==> config.mk <==
export PLATFORM = sky130hd
export DESIGN_NAME = serial_subtractor
export DESIGN_NICKNAME = d
export VERILOG_FILES = /design/src/rtl/serial_subtractor.sv
export SDC_FILE = /design/constraint.sdc
export NUM_CORES = 1
export LEC_CHECK = 0
export ABC_AREA = 1
export CAP_MARGIN = 0
export CORE_MARGIN = 2
export CORE_UTILIZATION = 35
export DETAILED_ROUTE_END_ITERATION = 6
export DONT_BUFFER_PORTS = 1
export HOLD_SLACK_MARGIN = 0.12
export PLACE_DENSITY_LB_ADDON = 0.2
export SLEW_MARGIN = 30
export SYNTH_ARGS = -nofsm -noshare
export SYNTH_HDL_FRONTEND = slang
export SYNTH_SLANG_ARGS = --single-unit
export TNS_END_PERCENT = 1
==> constraint.sdc <==
create_clock -name clk -period 1.28 [get_ports clk]
set_input_delay 0.128 -clock clk [delete_from_list [all_inputs] [get_ports clk]]
set_output_delay 0.128 -clock clk [all_outputs]
set_load 0.02 [all_outputs]
==> src/rtl/serial_subtractor.sv <==
// Bit-serial WIDTH-bit subtractor: diff = A - B - bin, one bit per clock, LSB first.
// Define SERIAL_SUB_OVF_EN to add the signed-overflow output ovf.
module serial_subtractor #(
    parameter int WIDTH = 8
) (
    input  logic             clk,
    input  logic             rst,
    input  logic             start,
    input  logic [WIDTH-1:0] A,
    input  logic [WIDTH-1:0] B,
    input  logic             bin,
    output logic             busy,
    output logic             done,
    output logic [WIDTH-1:0] diff,
`ifdef SERIAL_SUB_OVF_EN
    output logic             ovf,
`endif
    output logic             bout
);

    localparam int CW = $clog2(WIDTH);
    localparam logic [CW-1:0] LAST = CW'(WIDTH - 1);

    typedef enum logic [1:0] {
        IDLE  = 2'd0,
        SHIFT = 2'd1,
        DONE  = 2'd2
    } state_t;

    state_t           state_q;
    logic [WIDTH-1:0] a_sr_q;
    logic [WIDTH-1:0] b_sr_q;
    logic             borrow_q;
    logic [CW-1:0]    cnt_q;
    logic             busy_q;
    logic             done_q;
    logic [WIDTH-1:0] diff_q;
    logic             bout_q;
`ifdef SERIAL_SUB_OVF_EN
    logic             a_msb_q;
    logic             b_msb_q;
    logic             ovf_q;
`endif

    logic             d_bit_d;
    logic             borrow_d;
    logic [WIDTH-1:0] diff_d;

    // Full-subtractor cell on the current LSBs and the held borrow.
    always_comb begin
        d_bit_d  = a_sr_q[0] ^ b_sr_q[0] ^ borrow_q;
        borrow_d = (~a_sr_q[0] & b_sr_q[0]) | (~(a_sr_q[0] ^ b_sr_q[0]) & borrow_q);
        diff_d   = {d_bit_d, diff_q[WIDTH-1:1]};
    end

    // Control FSM with operand/result registers.
    always_ff @(posedge clk or posedge rst) begin
        if (rst) begin
            state_q  <= IDLE;
            a_sr_q   <= '0;
            b_sr_q   <= '0;
            borrow_q <= 1'b0;
            cnt_q    <= '0;
            busy_q   <= 1'b0;
            done_q   <= 1'b0;
            diff_q   <= '0;
            bout_q   <= 1'b0;
`ifdef SERIAL_SUB_OVF_EN
            a_msb_q  <= 1'b0;
            b_msb_q  <= 1'b0;
            ovf_q    <= 1'b0;
`endif
        end else begin
            case (state_q)
                IDLE, DONE: begin
                    done_q <= 1'b0;
                    if (start) begin
                        a_sr_q   <= A;
                        b_sr_q   <= B;
                        borrow_q <= bin;
                        cnt_q    <= '0;
                        diff_q   <= '0;
                        bout_q   <= 1'b0;
                        busy_q   <= 1'b1;
                        state_q  <= SHIFT;
`ifdef SERIAL_SUB_OVF_EN
                        a_msb_q  <= A[WIDTH-1];
                        b_msb_q  <= B[WIDTH-1];
                        ovf_q    <= 1'b0;
`endif
                    end else begin
                        busy_q  <= 1'b0;
                        state_q <= IDLE;
                    end
                end
                SHIFT: begin
                    a_sr_q   <= {1'b0, a_sr_q[WIDTH-1:1]};
                    b_sr_q   <= {1'b0, b_sr_q[WIDTH-1:1]};
                    borrow_q <= borrow_d;
                    diff_q   <= diff_d;
                    cnt_q    <= cnt_q + CW'(1);
                    if (cnt_q == LAST) begin
                        // Last bit: d_bit_d becomes diff MSB, borrow_d is the word borrow-out.
                        bout_q  <= borrow_d;
                        busy_q  <= 1'b0;
                        done_q  <= 1'b1;
                        state_q <= DONE;
`ifdef SERIAL_SUB_OVF_EN
                        ovf_q   <= (a_msb_q ^ b_msb_q) & (d_bit_d ^ a_msb_q);
`endif
                    end else begin
                        state_q <= SHIFT;
                    end
                end
                default: begin
                    state_q <= IDLE;
                    busy_q  <= 1'b0;
                    done_q  <= 1'b0;
                end
            endcase
        end
    end

    assign busy = busy_q;
    assign done = done_q;
    assign diff = diff_q;
    assign bout = bout_q;
`ifdef SERIAL_SUB_OVF_EN
    assign ovf  = ovf_q;
`endif

endmodule

**Yosys cells after proc, flatten, opt, wreduce, memory -nomap -nowiden**

Index checks and enable logic that the tools add are counted.

- $add $sub $neg: 1
- Eq/ne operators: 5
- Multiplexer cells: 21
- Bitwise operators: 7
- Reduce and logical (&&, ||, !) cells: 5

Operators with widths:

| kind | number |
|---|---|
| $pmux W8 S2 | 3 |
| $mux W8 | 3 |
| $mux W1 | 8 |
| $pmux W1 S2 | 3 |
| $pmux W3 S2 | 1 |
| $ne A2 B2 Y1 const B | 2 |
| $pmux W2 S2 | 1 |
| $add A3 B1 Y3 const B | 1 |
| $eq A3 B3 Y1 const B | 1 |
| $mux W3 | 1 |
| $reduce_and A3 Y1 | 1 |
| $and A1 B1 Y1 | 2 |
| $eq A2 B1 Y1 const B | 1 |
| $eq A2 B2 Y1 const B | 1 |
| $logic_not A2 Y1 | 1 |
| $mux W2 | 1 |
| $not A1 Y1 | 2 |
| $reduce_and A2 Y1 | 1 |
| $reduce_bool A2 Y1 | 1 |
| $reduce_or A2 Y1 | 1 |
| $xor A1 B1 Y1 | 2 |
| $or A1 B1 Y1 | 1 |

- Bits in registers: 33
- Bits of input ports: 20
- Output and inout port bits: 11

**Depth between registers and ports, before layout**

- Word-level depth: 6
- Depth in mapped cells: 8

**Worst setup path after synthesis**

No wires, ideal clock.

- Kind: reg2reg
- Start point: register a_sr_q[0]
- End point: register borrow_q
- Library setup time: 65 ps
- Arrival time: 1062 ps
- Setup slack: 153 ps
- Cell stages (with the launch flop): 7
- Buffers on the path: 0
- Period minus slack after synthesis: 1127 ps
- Cells stage by stage: dfrtp_1 > fa_1 > inv_1 > nand3_1 > nand2_1 > nand2_1 > nand2_1

- Longest elaborated chain between the ends: 5
- Elaborated cells on any way between the ends: 7
- Those cells by class: 1 x mux; 6 x bitwise

RTL lines:

| element | RTL line | RTL |
|---|---|---|
| start: declaration | 31 | `logic [WIDTH-1:0] a_sr_q;` |
| start signal: assignment | 97 | `a_sr_q <= {1'b0, a_sr_q[WIDTH-1:1]};` |
| $xor A1 B1 Y1 | 52 | `borrow_d = (~a_sr_q[0] & b_sr_q[0]) \| (~(a_sr_q[0] ^ b_sr_q[0]) & borrow_q);` |
| $not A1 Y1 | 52 |  |
| $and A1 B1 Y1 | 52 |  |
| $or A1 B1 Y1 * | 52 |  |
| $pmux W1 S2 * | 74 | `case (state_q)` |
| end signal: assignment | 80 | `borrow_q <= bin;` |
| end signal: assignment | 99 | `borrow_q <= borrow_d;` |
| end: declaration | 33 | `logic borrow_q;` |

Every way passes the cells marked *; elsewhere a longest branch is shown, timed or not.
A chain may end at the register's enable or synchronous reset.

**Worst setup path after layout**

Same ends and word-level chain as after synthesis.

==> impl_metrics.json <==
{
  "viasPerCell": 4.51,
  "synthToLayoutAreaGrowth_pct": 21.0,
  "synthFlopType": "dfrtp_1",
  "antenna_left": 0,
  "fillers": 460,
  "synth_edf_count": 0,
  "max_slew_margin_pct": 71.8,
  "dpl.cell_count": 259,
  "holdWs_ps": 378,
  "route.detailed.drc": 0,
  "final_net_count": 256,
  "dp_hpwl_um": 2090,
  "synth_top_family_by_area": "simple AND/OR/NAND/NOR gates",
  "synth_top_cell_area_share_pct": 50.9,
  "yosys_register_bits": 33,
  "grt.total_usage_pct": 14.4,
  "cts_buffer_depth": 2,
  "drt_iter0_markers": 39,
  "wl_um": 3220,
  "startpoint_type": "flop",
  "drv_slew": 0,
  "ys_top_cells_by_count": "nand2_1, inv_1, dfrtp_1",
  "grt_pass1_wl_um": 5740,
  "core_area_um2": 4410,
  "synthesis.nets": 231,
  "dpl_cell_area_um2": 1680,
  "yosys.area.top_type": "dfrtp_1",
  "synth_area_leaders": "dfrtp_1, nand2_1, nand3_1, inv_1, buf_6",
  "yosysSeqAreaShare_pct": 50.9,
  "period_share_pct": 92.0,
  "dieArea_um2": 5200,
  "cp_max_fo": 2,
  "crit_arrival_ps": 1400,
  "grt_remaining_overflow": 0,
  "synth.mux.area_fraction_pct": 0,
  "synth-xor-area-share_pct": 0,
  "hold_viol": 0,
  "worst_pin_slew_ps": 424,
  "synth.yosys.warnings": 0,
  "antenna_found_initial": 0,
  "synth-simple-area-share_pct": 32.2,
  "worstSetupPathType": "flop to flop",
  "cts_tree": "done",
  "die_h_um": 72.1,
  "root_buffer": "clkbuf_8",
  "end_kind": "flop",
  "outcome": "completed",
  "die_w_um": 72.1,
  "post_drt_wl_per_cell_um": 11.2,
  "ys_types": 16,
  "tns_ps": 0,
  "p_per_area_nw_per_um2": 2450,
  "firstDrtPassIters": 4,
  "drive_gt1_share_pct": 10.3,
  "fin_area_um2": 1960,
  "fin_crit_ps": 1180,
  "setup_viol": 0,
  "start_util_pct": 36.8,
  "required_ps": 1510,
  "clock_latency_ps": 280,
  "synthAdderAreaFrac_pct": 2.78,
  "gp_congestion": 0.702,
  "cts_made_buffers": 5,
  "p_total_uw": 4800,
  "fmax_mhz": 850,
  "p_leak_uw": 0.00112,
  "vias": 1291,
  "grt_pass1_vias": 1253,
  "antenna_cells": 0,
  "grt_max_degree": 34,
  "rsz0062_at_grt": "true",
  "clkTransAtPathRegs_ps": 70,
  "synth-compound-area-share_pct": 1.23,
  "htree_levels": 2,
  "io_pins": 31,
  "numPortBuffers": 0,
  "synth.most_common_cell": "nand2_1",
  "syn-cell-area_um2": 1620,
  "hp-class": "input pin to asynchronous set/reset pin",
  "clock_sinks": 33,
  "syn-instance-count": 208,
  "rows": 24,
  "stdcell_count": 286,
  "async_reset_ff_share_pct": 100,
  "synth_area_per_cell_um2": 7.80,
  "cap_violations": 0,
  "finClkSkew_ps": 8.77,
  "vdd_ir_drop_max_uv": 1130
}
-- cells in the final DEF, fill, tap and decap left out --
cell type | Yosys | final
buf_4 | 1 | 7
nand3b_1 | 1 | 1
fa_1 | 1 | 1
clkbuf_1 | 0 | 1
nand3_1 | 31 | 29
clkbuf_8 | 0 | 5
nand2_1 | 83 | 83
dlygate4sd3_1 | 0 | 19
nand3_2 | 0 | 2
inv_2 | 1 | 2
nor2_1 | 4 | 4
a21oi_1 | 1 | 1
nand2_4 | 3 | 3
o21ai_0 | 3 | 3
ha_1 | 2 | 2
inv_1 | 35 | 34
dfrtp_1 | 33 | 32
clkinv_2 | 0 | 2
dfrtp_2 | 0 | 1
inv_4 | 2 | 2
-- worst paths after layout --
check | depth (start not counted) | slack [ps] | startpoint | endpoint
worst min-delay path | 3 | 380 | rst | diff[4]$_DFFE_PP0P_
worst max register to register | 6 | 100 | a_sr_q[0]$_DFFE_PP0P_ | borrow_q$_DFFE_PP0P_
worst max-delay path | 6 | 100 | a_sr_q[0]$_DFFE_PP0P_ | borrow_q$_DFFE_PP0P_
min in group clk | 1 | 470 | cnt_q[0]$_DFFE_PP0P_ | cnt_q[0]$_DFFE_PP0P_
worst min register to register | 1 | 470 | cnt_q[0]$_DFFE_PP0P_ | cnt_q[0]$_DFFE_PP0P_
max in group asynchronous | 3 | 570 | rst | state_q[0]$_DFF_PP0_
-- per-stage QoR --
| step | setup slack [ps] | utilization (%) |
|---|---|---|
| after global placement | 103 | 38.0 |
| after floorplan | 153 | - |
| after CTS | 61.9 | 44.2 |
| final | 103 | 44.5 |
| after detailed placement | 71.0 | 38.0 |
| after global routing | 1.24 | 44.5 |
-- final cells by class --
type	instances	area (um2)	area share [%]
Sequential cell	33	827	42.1
Multi-Input combinational cell	129	598	30.5
Timing Repair Buffer	26	243	12.4
Inverter	38	148	7.52
Clock buffer	6	72.6	3.70
Tap cell	52	65.1	3.31
Clock inverter	2	10.0	0.510
-- cells by family (layout without fill, tap and decap cells) --
kind of cell               after synthesis  after routing
DFF                                     33             33
buffers and inverters                   46             72
and+or+nand+nor                        122            122
AOI/OAI and AO/OA                        4              4
adders and majority gates                3              3
-- registers in the layout, summed over array words and instances (netlist names) --
signal / flops
a_sr_q: 8
b_sr_q: 8
state_q: 2
borrow_q: 1
bout: 1
done: 1
cnt_q: 3
busy: 1
diff: 8
-- routing by layer --
| layer | vias to the layer above | track usage [%] | wire [um] |
|---|---|---|---|
| met5 | - | 0 | 0 |
| li1 | 670 | - | - |
| met4 | 0 | 5.66 | 50 |
| met3 | 7 | 5.42 | 161 |
| met1 | 588 | 18.1 | 1530 |
| met2 | 26 | 22.3 | 1470 |
-- what timing repair did --
item	in CTS	in global routing
hold buffers	19	0
endpoints found under the hold margin	53	0
setup buffers	0	0
setup endpoints to repair	0	2
gates resized for setup	0	4
-- critical path, cell delays in order, from the launching register on --
cell and delay (ps):
dfrtp_1 400, fa_1 430, inv_2 60, nand3_2 70
nand2_1 70, nand2_1 40, nand2_1 50
-- report_power, final --
group	switching [uW]	internal (uW)
Sequential	463	1530
Clock	370	376
Combinational	1250	809
Total	2080	2720
No activity file was read; power rests on OpenSTA's default activity.
